<file path="src/rtl/alarm_pkg.sv">
// ============================================================================
// Module : alarm_pkg
// Brief  : State codes, key-checker verdicts and helpers for alarm_sequencer.
// Rev    : 1.0  initial release
// ============================================================================
`default_nettype none

package alarm_pkg;

    typedef enum logic [2:0] {
        ST_DISARMED = 3'd0,
        ST_EXIT     = 3'd1,
        ST_ARMED    = 3'd2,
        ST_ENTRY    = 3'd3,
        ST_ALARM    = 3'd4
    } state_e;

    localparam logic [1:0] KEY_OK    = 2'd0;
    localparam logic [1:0] KEY_ERROR = 2'd2;
    localparam logic [1:0] KEY_NOKEY = 2'd3;

    function automatic int unsigned max_of(input int unsigned a, input int unsigned b);
        return (a > b) ? a : b;
    endfunction

endpackage

`default_nettype wire

</file>
<file path="src/rtl/alarm_sequencer_tick_timer.sv">
// ============================================================================
// Module : tick_timer
// Brief  : Tick-enabled up-counter; expired flags the tick that completes len.
// Rev    : 1.0  initial release
// ============================================================================
`default_nettype none

module tick_timer #(
    parameter int unsigned WIDTH = 8
) (
    input  logic             clk,
    input  logic             reset,
    input  logic             clr,
    input  logic             tick,
    input  logic [WIDTH-1:0] len,
    output logic             expired
);

    logic [WIDTH-1:0] count_q;
    logic [WIDTH-1:0] count_d;

    always_comb begin
        count_d = count_q;
        if (clr) begin
            count_d = '0;
        end else if (tick) begin
            count_d = count_q + WIDTH'(1);
        end
    end

    always_ff @(posedge clk) begin
        if (reset) begin
            count_q <= '0;
        end else begin
            count_q <= count_d;
        end
    end

    // Deliberately not gated by clr: the owner derives clr from the expiry itself.
    assign expired = tick && (count_q == (len - WIDTH'(1)));

endmodule

`default_nettype wire

</file>
<file path="src/rtl/alarm_sequencer.sv">
// ============================================================================
// Module : alarm_sequencer
// Brief  : Alarm panel sequencer (arm / exit / entry / siren, failed-code count).
//          Optional lockout enabled by defining ALARM_SEQUENCER_LOCKOUT_EN.
// Rev    : 1.0  initial release
// ============================================================================
`default_nettype none

module alarm_sequencer
    import alarm_pkg::*;
#(
    parameter int unsigned EXIT_TICKS    = 30,
    parameter int unsigned ENTRY_TICKS   = 15,
    parameter int unsigned SIREN_TICKS   = 180,
    parameter int unsigned MAX_FAILS     = 3,
    parameter int unsigned LOCKOUT_TICKS = 60
) (
    input  logic       clk,
    input  logic       reset,
    input  logic       tick,
    input  logic       key_evt,
    input  logic [1:0] key_status,
    input  logic       sensor_trip,
    output logic       checker_clr,
    output logic       siren,
    output logic       armed_led,
    output logic [2:0] state_o,
    output logic [1:0] fail_cnt,
    output logic       locked
);

    localparam int unsigned TMAX = max_of(max_of(EXIT_TICKS, ENTRY_TICKS),
                                          max_of(SIREN_TICKS, LOCKOUT_TICKS));
    localparam int unsigned TW   = (TMAX > 1) ? $clog2(TMAX) : 1;

    state_e     state_q, state_d;
    logic [1:0] fail_cnt_q, fail_cnt_d;
    logic       siren_q, siren_d;
    logic       armed_led_q, armed_led_d;
    logic       checker_clr_q, checker_clr_d;

    logic          w_locked;
    logic          w_code_ok;
    logic          w_code_err;
    logic          w_lock_start;
    logic          w_lock_done;
    logic          w_state_exp;
    logic          w_state_clr;
    logic [TW-1:0] w_state_len;

`ifdef ALARM_SEQUENCER_LOCKOUT_EN
    logic locked_q, locked_d;
    logic w_lock_exp;

    assign w_locked = locked_q;

    tick_timer #(
        .WIDTH (TW)
    ) u_lock_timer (
        .clk     (clk),
        .reset   (reset),
        .clr     (!locked_q),
        .tick    (tick),
        .len     (TW'(LOCKOUT_TICKS)),
        .expired (w_lock_exp)
    );
`else
    logic w_unused_cfg;

    assign w_locked     = 1'b0;
    assign w_unused_cfg = (MAX_FAILS == 0);
`endif

    assign w_code_ok  = key_evt && (key_status == KEY_OK)    && !w_locked;
    assign w_code_err = key_evt && (key_status == KEY_ERROR) && !w_locked;

    always_comb begin
        w_state_len = TW'(EXIT_TICKS);
        case (state_q)
            ST_ENTRY: w_state_len = TW'(ENTRY_TICKS);
            ST_ALARM: w_state_len = TW'(SIREN_TICKS);
            default:  w_state_len = TW'(EXIT_TICKS);
        endcase
    end

    // Held clear outside the timed states, so every timed state starts from zero.
    assign w_state_clr = (state_d != state_q) ||
                         !(state_q inside {ST_EXIT, ST_ENTRY, ST_ALARM});

    tick_timer #(
        .WIDTH (TW)
    ) u_state_timer (
        .clk     (clk),
        .reset   (reset),
        .clr     (w_state_clr),
        .tick    (tick),
        .len     (w_state_len),
        .expired (w_state_exp)
    );

    always_comb begin
        state_d = state_q;
        case (state_q)
            ST_DISARMED: if (w_code_ok) state_d = ST_EXIT;
            ST_EXIT: begin
                if (w_code_ok)        state_d = ST_DISARMED;
                else if (w_state_exp) state_d = ST_ARMED;
            end
            ST_ARMED: begin
                if (w_code_ok)        state_d = ST_DISARMED;
                else if (sensor_trip) state_d = ST_ENTRY;
            end
            ST_ENTRY: begin
                if (w_code_ok)        state_d = ST_DISARMED;
                else if (w_state_exp) state_d = ST_ALARM;
            end
            ST_ALARM: begin
                if (w_code_ok)        state_d = ST_DISARMED;
                else if (w_state_exp) state_d = ST_ARMED;
            end
            default: state_d = ST_DISARMED;
        endcase

        fail_cnt_d = fail_cnt_q;
        if (w_code_ok) begin
            fail_cnt_d = 2'd0;
        end else if (w_code_err && (fail_cnt_q != 2'd3)) begin
            fail_cnt_d = fail_cnt_q + 2'd1;
        end

        w_lock_start = 1'b0;
        w_lock_done  = 1'b0;
`ifdef ALARM_SEQUENCER_LOCKOUT_EN
        locked_d     = locked_q;
        w_lock_start = w_code_err && (fail_cnt_d != fail_cnt_q) &&
                       (32'(fail_cnt_d) == MAX_FAILS);
        w_lock_done  = locked_q && w_lock_exp;
        if (w_lock_start) begin
            locked_d = 1'b1;
            if (state_q inside {ST_EXIT, ST_ARMED, ST_ENTRY}) begin
                state_d = ST_ALARM;
            end
        end else if (w_lock_done) begin
            locked_d   = 1'b0;
            fail_cnt_d = 2'd0;
        end
`endif

        checker_clr_d = (state_d != state_q) || w_code_err || w_lock_done;
        siren_d       = (state_d == ST_ALARM);
        armed_led_d   = state_d inside {ST_EXIT, ST_ARMED, ST_ENTRY, ST_ALARM};
    end

    always_ff @(posedge clk) begin
        if (reset) begin
            state_q       <= ST_DISARMED;
            fail_cnt_q    <= 2'd0;
            siren_q       <= 1'b0;
            armed_led_q   <= 1'b0;
            checker_clr_q <= 1'b0;
`ifdef ALARM_SEQUENCER_LOCKOUT_EN
            locked_q      <= 1'b0;
`endif
        end else begin
            state_q       <= state_d;
            fail_cnt_q    <= fail_cnt_d;
            siren_q       <= siren_d;
            armed_led_q   <= armed_led_d;
            checker_clr_q <= checker_clr_d;
`ifdef ALARM_SEQUENCER_LOCKOUT_EN
            locked_q      <= locked_d;
`endif
        end
    end

    assign state_o     = state_q;
    assign fail_cnt    = fail_cnt_q;
    assign siren       = siren_q;
    assign armed_led   = armed_led_q;
    assign checker_clr = checker_clr_q;
    assign locked      = w_locked;

endmodule

`default_nettype wire

</file>
<file path="config.mk">
export PLATFORM = sky130hd
export DESIGN_NAME = alarm_sequencer
export DESIGN_NICKNAME = d
export VERILOG_FILES = /design/src/rtl/alarm_pkg.sv /design/src/rtl/alarm_sequencer_tick_timer.sv /design/src/rtl/alarm_sequencer.sv
export SDC_FILE = /design/constraint.sdc
export NUM_CORES = 1
export LEC_CHECK = 0
export CORE_AREA = 2 2 64 66
export CTS_CLUSTER_DIAMETER = 40
export CTS_CLUSTER_SIZE = 16
export DETAILED_ROUTE_END_ITERATION = 10
export DIE_AREA = 0 0 66 68
export HOLD_SLACK_MARGIN = 0.1
export SLEW_MARGIN = 20
export SYNTH_ARGS = -nofsm -noshare
export SYNTH_HDL_FRONTEND = slang
export SYNTH_HIERARCHICAL = 1
export SYNTH_SLANG_ARGS = --single-unit
</file>
<file path="constraint.sdc">
create_clock -name clk -period 6.3 [get_ports clk]
set_input_delay 1.26 -clock clk [delete_from_list [all_inputs] [get_ports clk]]
set_output_delay 1.26 -clock clk [all_outputs]
set_load 0.005 [all_outputs]
</file>
---- Yosys cells after proc, flatten, opt, wreduce, memory -nomap -nowiden ----
Cells that the tools add are included.
cells by class
  muxes and demuxes ....................... 9
  eq/ne operators ......................... 12
  $add $sub $neg .......................... 3
  reductions and logical operators ........ 14
operators by type and width
  cell                                                                    number
  3-bit 2-to-1 mux                                                        7
  8-bit case mux with 2 select lines                                      1
  3-bit by 2-bit equality test with 1-bit output (second input constant)  4
  3-bit case mux with 4 select lines                                      1
  8-bit by 1-bit adder with 8-bit output (second input constant)          1
  8-bit equality test                                                     1
  8-bit by 1-bit subtractor with 8-bit output (second input constant)     1
  3-bit by 1-bit equality test with 1-bit output (second input constant)  2
  3-bit equality test (second input constant)                             2
  2-bit OR reduction                                                      3
  1-bit logical AND                                                       4
  4-bit nonzero test                                                      1
  3-bit zero test                                                         1
  3-bit inequality test                                                   1
  3-bit nonzero test                                                      1
  2-bit by 1-bit adder with 2-bit output (second input constant)          1
  2-bit equality test (second input constant)                             1
  2-bit zero test                                                         1
  1-bit logical OR                                                        2
  2-bit inequality test (second input constant)                           1
  1-bit zero test                                                         1
word-level totals
  logic and storage cells ................. 44
  output and inout port bits .............. 9
  flip-flop bits (word level) ............. 16
  input bits .............................. 7

---- Depth between registers and ports, before layout ----
  depth in word-level cells ............... 11
  gate-level depth with buffers ........... 17
  gate-level depth less buffers ........... 14

---- By module ----
Netlist, hierarchy kept.
modules (own cells, without submodules)
  module           seq. area each (um^2)  cells an instance  instances  area an instance (um^2)
  tick_timer       160.2                  75                 1          599.3
  alarm_sequencer  160.2                  55                 1          462.9

---- Worst setup path after synthesis ----
Ideal clock, no wire load.
  path type ............................... reg2reg
  start point ............................. register state_q[0], in the netlist state_o[0]
  end point ............................... register u_state_timer.count_q[5]
  setup time .............................. 70 ps
  buffers on the path ..................... 3
  arrival ................................. 2719 ps
  setup slack ............................. 3511 ps
  stages on the path, launching flop included .. 18
  required time ........................... 6230 ps
  clock period less this slack ............ 2789 ps
  path through ............................ dfxtp_1 > clkbuf_2 > nor2b_1 > nand2_1 > inv_1 > inv_1 > ha_1 > or2b_1 > a21oi_1 > a31oi_1 > a21oi_1 > nor4_1 > buf_2 > nor2_1 > o21ai_0 > or2_2 > clkbuf_1 > a21oi_1
on the way
  cells in the longest elaborated chain, start to end .. 11
  elaborated cells on any way between the ends .. 23
  those cells by class .................... add/sub (1); eq/ne (6); mux (9); reduce/logical (7)
ends and longest elaborated chain
  what                                                                                   RTL line                                                                source
  start, declared                                                                        alarm_sequencer.sv:36                                                   state_e state_q, state_d;
  start signal, assigned                                                                 alarm_sequencer.sv:165                                                  state_q <= state_d;
  3-bit equality test or 3-bit by 2-bit equality test with 1-bit output (tied branches)  alarm_sequencer.sv:79                                                   case (state_q)
  8-bit case mux with 2 select lines (*)                                                 alarm_sequencer.sv:79
  via w_state_len[4]                                                                     alarm_sequencer.sv:49                                                   logic [TW-1:0] w_state_len;
  8-bit by 1-bit subtractor with 8-bit output (*)                                        alarm_sequencer_tick_timer.sv:40                                        assign expired = tick && (count_q == (len - WIDTH'(1)));
  8-bit equality test (*)                                                                alarm_sequencer_tick_timer.sv:40
  1-bit logical AND (*)                                                                  alarm_sequencer_tick_timer.sv:40
  via w_state_exp                                                                        alarm_sequencer.sv:47                                                   logic w_state_exp;
  3-bit 2-to-1 mux (on tied branches)                                                    alarm_sequencer.sv:107, alarm_sequencer.sv:119, alarm_sequencer.sv:115
  3-bit 2-to-1 mux (on tied branches)                                                    alarm_sequencer.sv:118, alarm_sequencer.sv:114
  3-bit case mux with 4 select lines (*)                                                 alarm_sequencer.sv:103                                                  case (state_q)
  3-bit inequality test (*)                                                              alarm_sequencer.sv:87                                                   assign w_state_clr = (state_d != state_q) ||
  1-bit logical OR (*)                                                                   alarm_sequencer.sv:87
  via w_state_clr                                                                        alarm_sequencer.sv:48                                                   logic w_state_clr;
  2-bit OR reduction (no line) (*)                                                       -
  end signal, assigned                                                                   alarm_sequencer_tick_timer.sv:35                                        count_q <= count_d;
  end, declared                                                                          alarm_sequencer_tick_timer.sv:19                                        logic [WIDTH-1:0] count_q;
Mark *: on every way through the listed nets, which the timed path passes. The rest lies on a longest branch.
A chain may end at the register's enable or synchronous reset.

---- Worst setup path in the final report ----
  start point ............................. register state_q[0], in the netlist state_o[0]
  end point ............................... register state_q[1], in the netlist state_o[1]
on the way
  cells in the longest elaborated chain, start to end .. 8
  elaborated cells on any way between the ends .. 15
  those cells by class .................... add/sub (1); eq/ne (5); mux (6); reduce/logical (3)
ends and longest elaborated chain
  what                                                                                   RTL line
  3-bit equality test or 3-bit by 2-bit equality test with 1-bit output (tied branches)  alarm_sequencer.sv:79
  8-bit case mux with 2 select lines (*)                                                 alarm_sequencer.sv:79
  via w_state_len[4]                                                                     alarm_sequencer.sv:49
  8-bit by 1-bit subtractor with 8-bit output (*)                                        alarm_sequencer_tick_timer.sv:40
  8-bit equality test (*)                                                                alarm_sequencer_tick_timer.sv:40
  1-bit logical AND (*)                                                                  alarm_sequencer_tick_timer.sv:40
  via w_state_exp                                                                        alarm_sequencer.sv:47
  3-bit 2-to-1 mux (on tied branches)                                                    alarm_sequencer.sv:107, alarm_sequencer.sv:119, alarm_sequencer.sv:115
  3-bit 2-to-1 mux (on tied branches)                                                    alarm_sequencer.sv:118, alarm_sequencer.sv:114
  3-bit case mux with 4 select lines (*)                                                 alarm_sequencer.sv:103
Marks and branches as above.

==> summary.md <==
| Metric | Value |
|---|---|
| Vias after detailed routing | `916` |
| Vias in the first global route | `771` |
| Area occupied by multi-input gates | `723.2 sq um` |
| Worst Setup Path Type | `flop to flop` |
| Clock skew | `between 0.003 and 0.004 ns` |
| CP most frequent cell | `inv_1` |
| Proportion of layout cells with a drive suffix above 1 | `roughly 7.4%` |
| VDD IR max | `a little under 0.04 mV` |
| DRC Markers | `0` |
| Global-route wire length before repair | `about 3500 um` |
| Postcts setup bufs | `0` |
| Worst min path class | `flop to flop` |
| DR pass1 iterations | `3` |
| Final setup viols | `0` |
| Power share of the clock group | `~43%` |
| Final setup TNS | `0 ns` |
| Most common cell after layout, fill and taps aside | `dfxtp_1` |
| R2r startpoint | `state_o[0]` |
| Max-slew headroom | `between 50% and 60%` |
| Die Y | `just under 70 um` |
| DP HPWL | `about 1600 um` |
| Max incr delay on CP | `~0.67 ns` |
| Most frequent cells in the layout | `16 x dfxtp_1, 14 x nor2_1, 14 x clkdlybuf4s50_1, 10 x nand2_1, 10 x conb_1` |
| FMAX | `between 300 and 400 MHz` |
| Max FO, Critical Path | `10` |
| Synth Area in Adders | `about 3.5%` |
| Cell breakdown of the critical path | `nor2b_1 > nand2_1 > inv_1 > inv_1 > ha_1 > or2b_1 > a31oi_1 > a21oi_1 > nor4_2 > nor4bb_1 > a221oi_1 > nor3_1` |
| Reg clk slew, reported paths | `roughly 0.07 ns` |
| Fill count | `between 400 and 500` |
| Routed WL per cell | `10.50 um` |
| Area share of xor/xnor cells in the synthesized design | `between 10% and 20%` |
| Layout area overhead | `23.91%` |
| Slew @ Worst Pin | `~0.74 ns` |
| Slowest cell on the critical path | `nor4_2` |
| Max cap viols | `0` |
| Switch share | `about a fifth` |
| Die Wd | `roughly 66 um` |
| Total area of sequential cells | `approximately 320 sq um` |
| Final hold violations | `0` |
| Antenna violations before repair | `0` |
| Cell-internal power | `between 0.00015 and 0.0002 W` |
| Port Buffer Count | `14` |
| Pwr Total | `0.0002130 W` |
| Root Buffer | `clkbuf_8` |
| Routed WL | `a little over 2000 um` |
| Hold buffer count at CTS | `0` |
| Yosys reg bits | `16` |
| Net switching power | `about 0.000045 W` |
| Synth Area in Simple Gates | `between 30% and 40%` |
| Sequential power share | `roughly half` |
| Final Cycle Share | `about half` |
| Worst setup path start | `state_o[0]` |
| Pin count of the biggest net entering global routing | `11` |
| Clock buffer depth | `2` |
| Synth warn | `6` |
| Leakage | `about 0.46 nW` |
| TritonCTS clock tree | `yes` |
| Arr. time, crit path | `3.42 ns` |
| Startpoint types | `flop` |
| Core area | `~3900 sq um` |
| CTS buffer count | `3` |
| Distinct cells, synth | `between 40 and 50` |
| Mux share of post-synthesis cell area | `around 1.9%` |
| Avg Vias per Cell | `approximately 4.6` |
| CP required | `about 6.5 ns` |
| Worst-Skew Late Latency | `0.25 ns` |
| Outcome | `complete, no violations` |
| H-tree levels | `1` |
| Worst hold start | `fail_cnt[1]` |
| RSZ-0062 raised after global routing | `false` |
| Initial Util | `approximately 28%` |
| Crit end category | `flop` |
| Synth Instances | `130` |
| Initial DRC Count | `44` |
| Overall Global Routing Usage | `9.910%` |
| IO Pins | `16` |
| Syn avg cell area | `roughly 8 sq um` |
| Grt ovf | `0` |
| Fin nets | `around 160` |
| P per Cell Area | `about 160 nW/um^2` |
| Final core utilization | `approximately a third` |
| Slew Limit Fails | `0` |
| Post-synthesis compound-gate area fraction | `between 10% and 20%` |
| ANT cells | `0` |
| Post-route minimum period | `~3.2 ns` |
| Area of the die | `between 4000 and 5000 sq um` |
| Cell Area, Synth | `roughly 1100 sq um` |
| Combinational Power Share | `8.6%` |
| Post-DRT Antenna Nets | `0` |
| Largest family of logic cells by synthesized area | `simple AND/OR/NAND/NOR gates` |
| CTS-repair resized insts | `0` |
| Routability cong. | `0.7670` |
| Core Rows | `23` |
| Clk sinks | `16` |
| Register area share after synthesis | `a little under a third` |
## layer usage
metal / wire length [um] / GRT usage, % / vias up
met4: 23 / 3.827 / 0
met5: 0 / 0 / -
met1: 986 / 13.05 / 428
li1: - / - / 482
met2: 1045 / 16.41 / 4
met3: 22 / 1.480 / 2
## area by class of cell
type                            instances  share of cell area [%]
Clock buffer                            4                   4.183
Inverter                                4                   1.141
Multi-Input combinational cell        110                   54.94
Sequential cell                        16                   24.33
Tap cell                               50                   4.753
Timing Repair Buffer                   14                   10.65
## stage by stage
stage               hold WS (ns)  std cells  setup WS (ns)  cell area [sq um]
global route              0.5424        198          2.700               1316
finish                    0.5004        198          3.054               1316
global placement          0.4929        194          2.823               1255
floorplan                 0.4791        138          3.511               1092
detailed placement        0.4996        194          2.664               1255
CTS                       0.5098        198          2.750               1310
## sequential cells by signal, indices dropped and copies added (netlist names)
signal / cells
state_o: 3
siren: 1
u_state_timer/count_q: 8
fail_cnt: 2
armed_led: 1
checker_clr: 1
## power groups by stage
stage / combinational, W / clock, W / sequential (W)
finish: 0.0000183 / 0.0000907 / 0.000104
global route: 0.0000205 / 0.0000996 / 0.000104
CTS: 0.0000184 / 0.0000954 / 0.000104
detailed placement: 0.0000184 / 0 / 0.000106
global placement: 0.0000182 / 0 / 0.000106
floorplan: 0.0000112 / 0 / 0.000106
## path summary, 6_finish.rpt
check,to,slack [ns],depth (start not counted)
hold / removal,fail_cnt[1],0.50,2
hold reg to reg,fail_cnt[1],0.50,2
setup / recovery,state_o[1],3.05,12
setup reg to reg,state_o[1],3.05,12
## worst max-delay path: cells and delay by family, from the launching register on
family          cells  cell delay, ns
flops               1            0.47
buf+inv             2            0.30
simple gates        6            1.75
compound gates      3            0.35
fa+ha+maj           1            0.29
## Yosys cell counts
master / n / area share, %
a21oi_1: 7 / 3.3
nand2_1: 10 / 3.5
xor2_2: 1 / 1.5
and2_1: 1 / 0.59
nand2b_4: 1 / 1.3
and3_1: 1 / 0.59
conb_1: 2 / 0.71
or4_1: 1 / 0.71
buf_2: 1 / 0.47
o21a_1: 1 / 0.71
nor3b_1: 1 / 0.71
a32o_1: 1 / 0.94
a221oi_2: 1 / 1.4
or2_2: 1 / 0.59
nand4_1: 4 / 2.4
nand3b_1: 1 / 0.71
nor2b_1: 2 / 1.2
mux2i_1: 2 / 1.9
nor4_2: 1 / 1.2
clkbuf_2: 1 / 0.47
inv_1: 4 / 1.4
xor2_1: 6 / 4.9
nor3_1: 7 / 3.3
or2b_1: 1 / 0.71
nor4_1: 3 / 1.8
o21ai_0: 7 / 3.3
nor4bb_1: 1 / 0.94
nand2b_1: 1 / 0.59
o311a_1: 1 / 0.94
nor3b_4: 1 / 1.8
clkbuf_1: 4 / 1.4
nand3_1: 2 / 0.94
buf_4: 2 / 1.4
ha_1: 3 / 3.5
or3_1: 2 / 1.2
a31oi_1: 1 / 0.59
or4b_1: 1 / 0.94
dfxtp_1: 16 / 30
xnor2_1: 8 / 6.6
nand4bb_1: 2 / 2.1
nor2_1: 14 / 4.9
a221oi_1: 1 / 0.82
a211o_1: 1 / 0.82
## cell families after synthesis
group                    Yosys count
flip-flops                        16
buffers and inverters             12
AND/OR/NAND/NOR                   59
multiplexers                       2
AO/OA/AOI/OAI                     21
XOR/XNOR                          15
other                              2
adder cells (fa/ha/maj)            3
No activity file was read; power rests on OpenSTA's default activity.
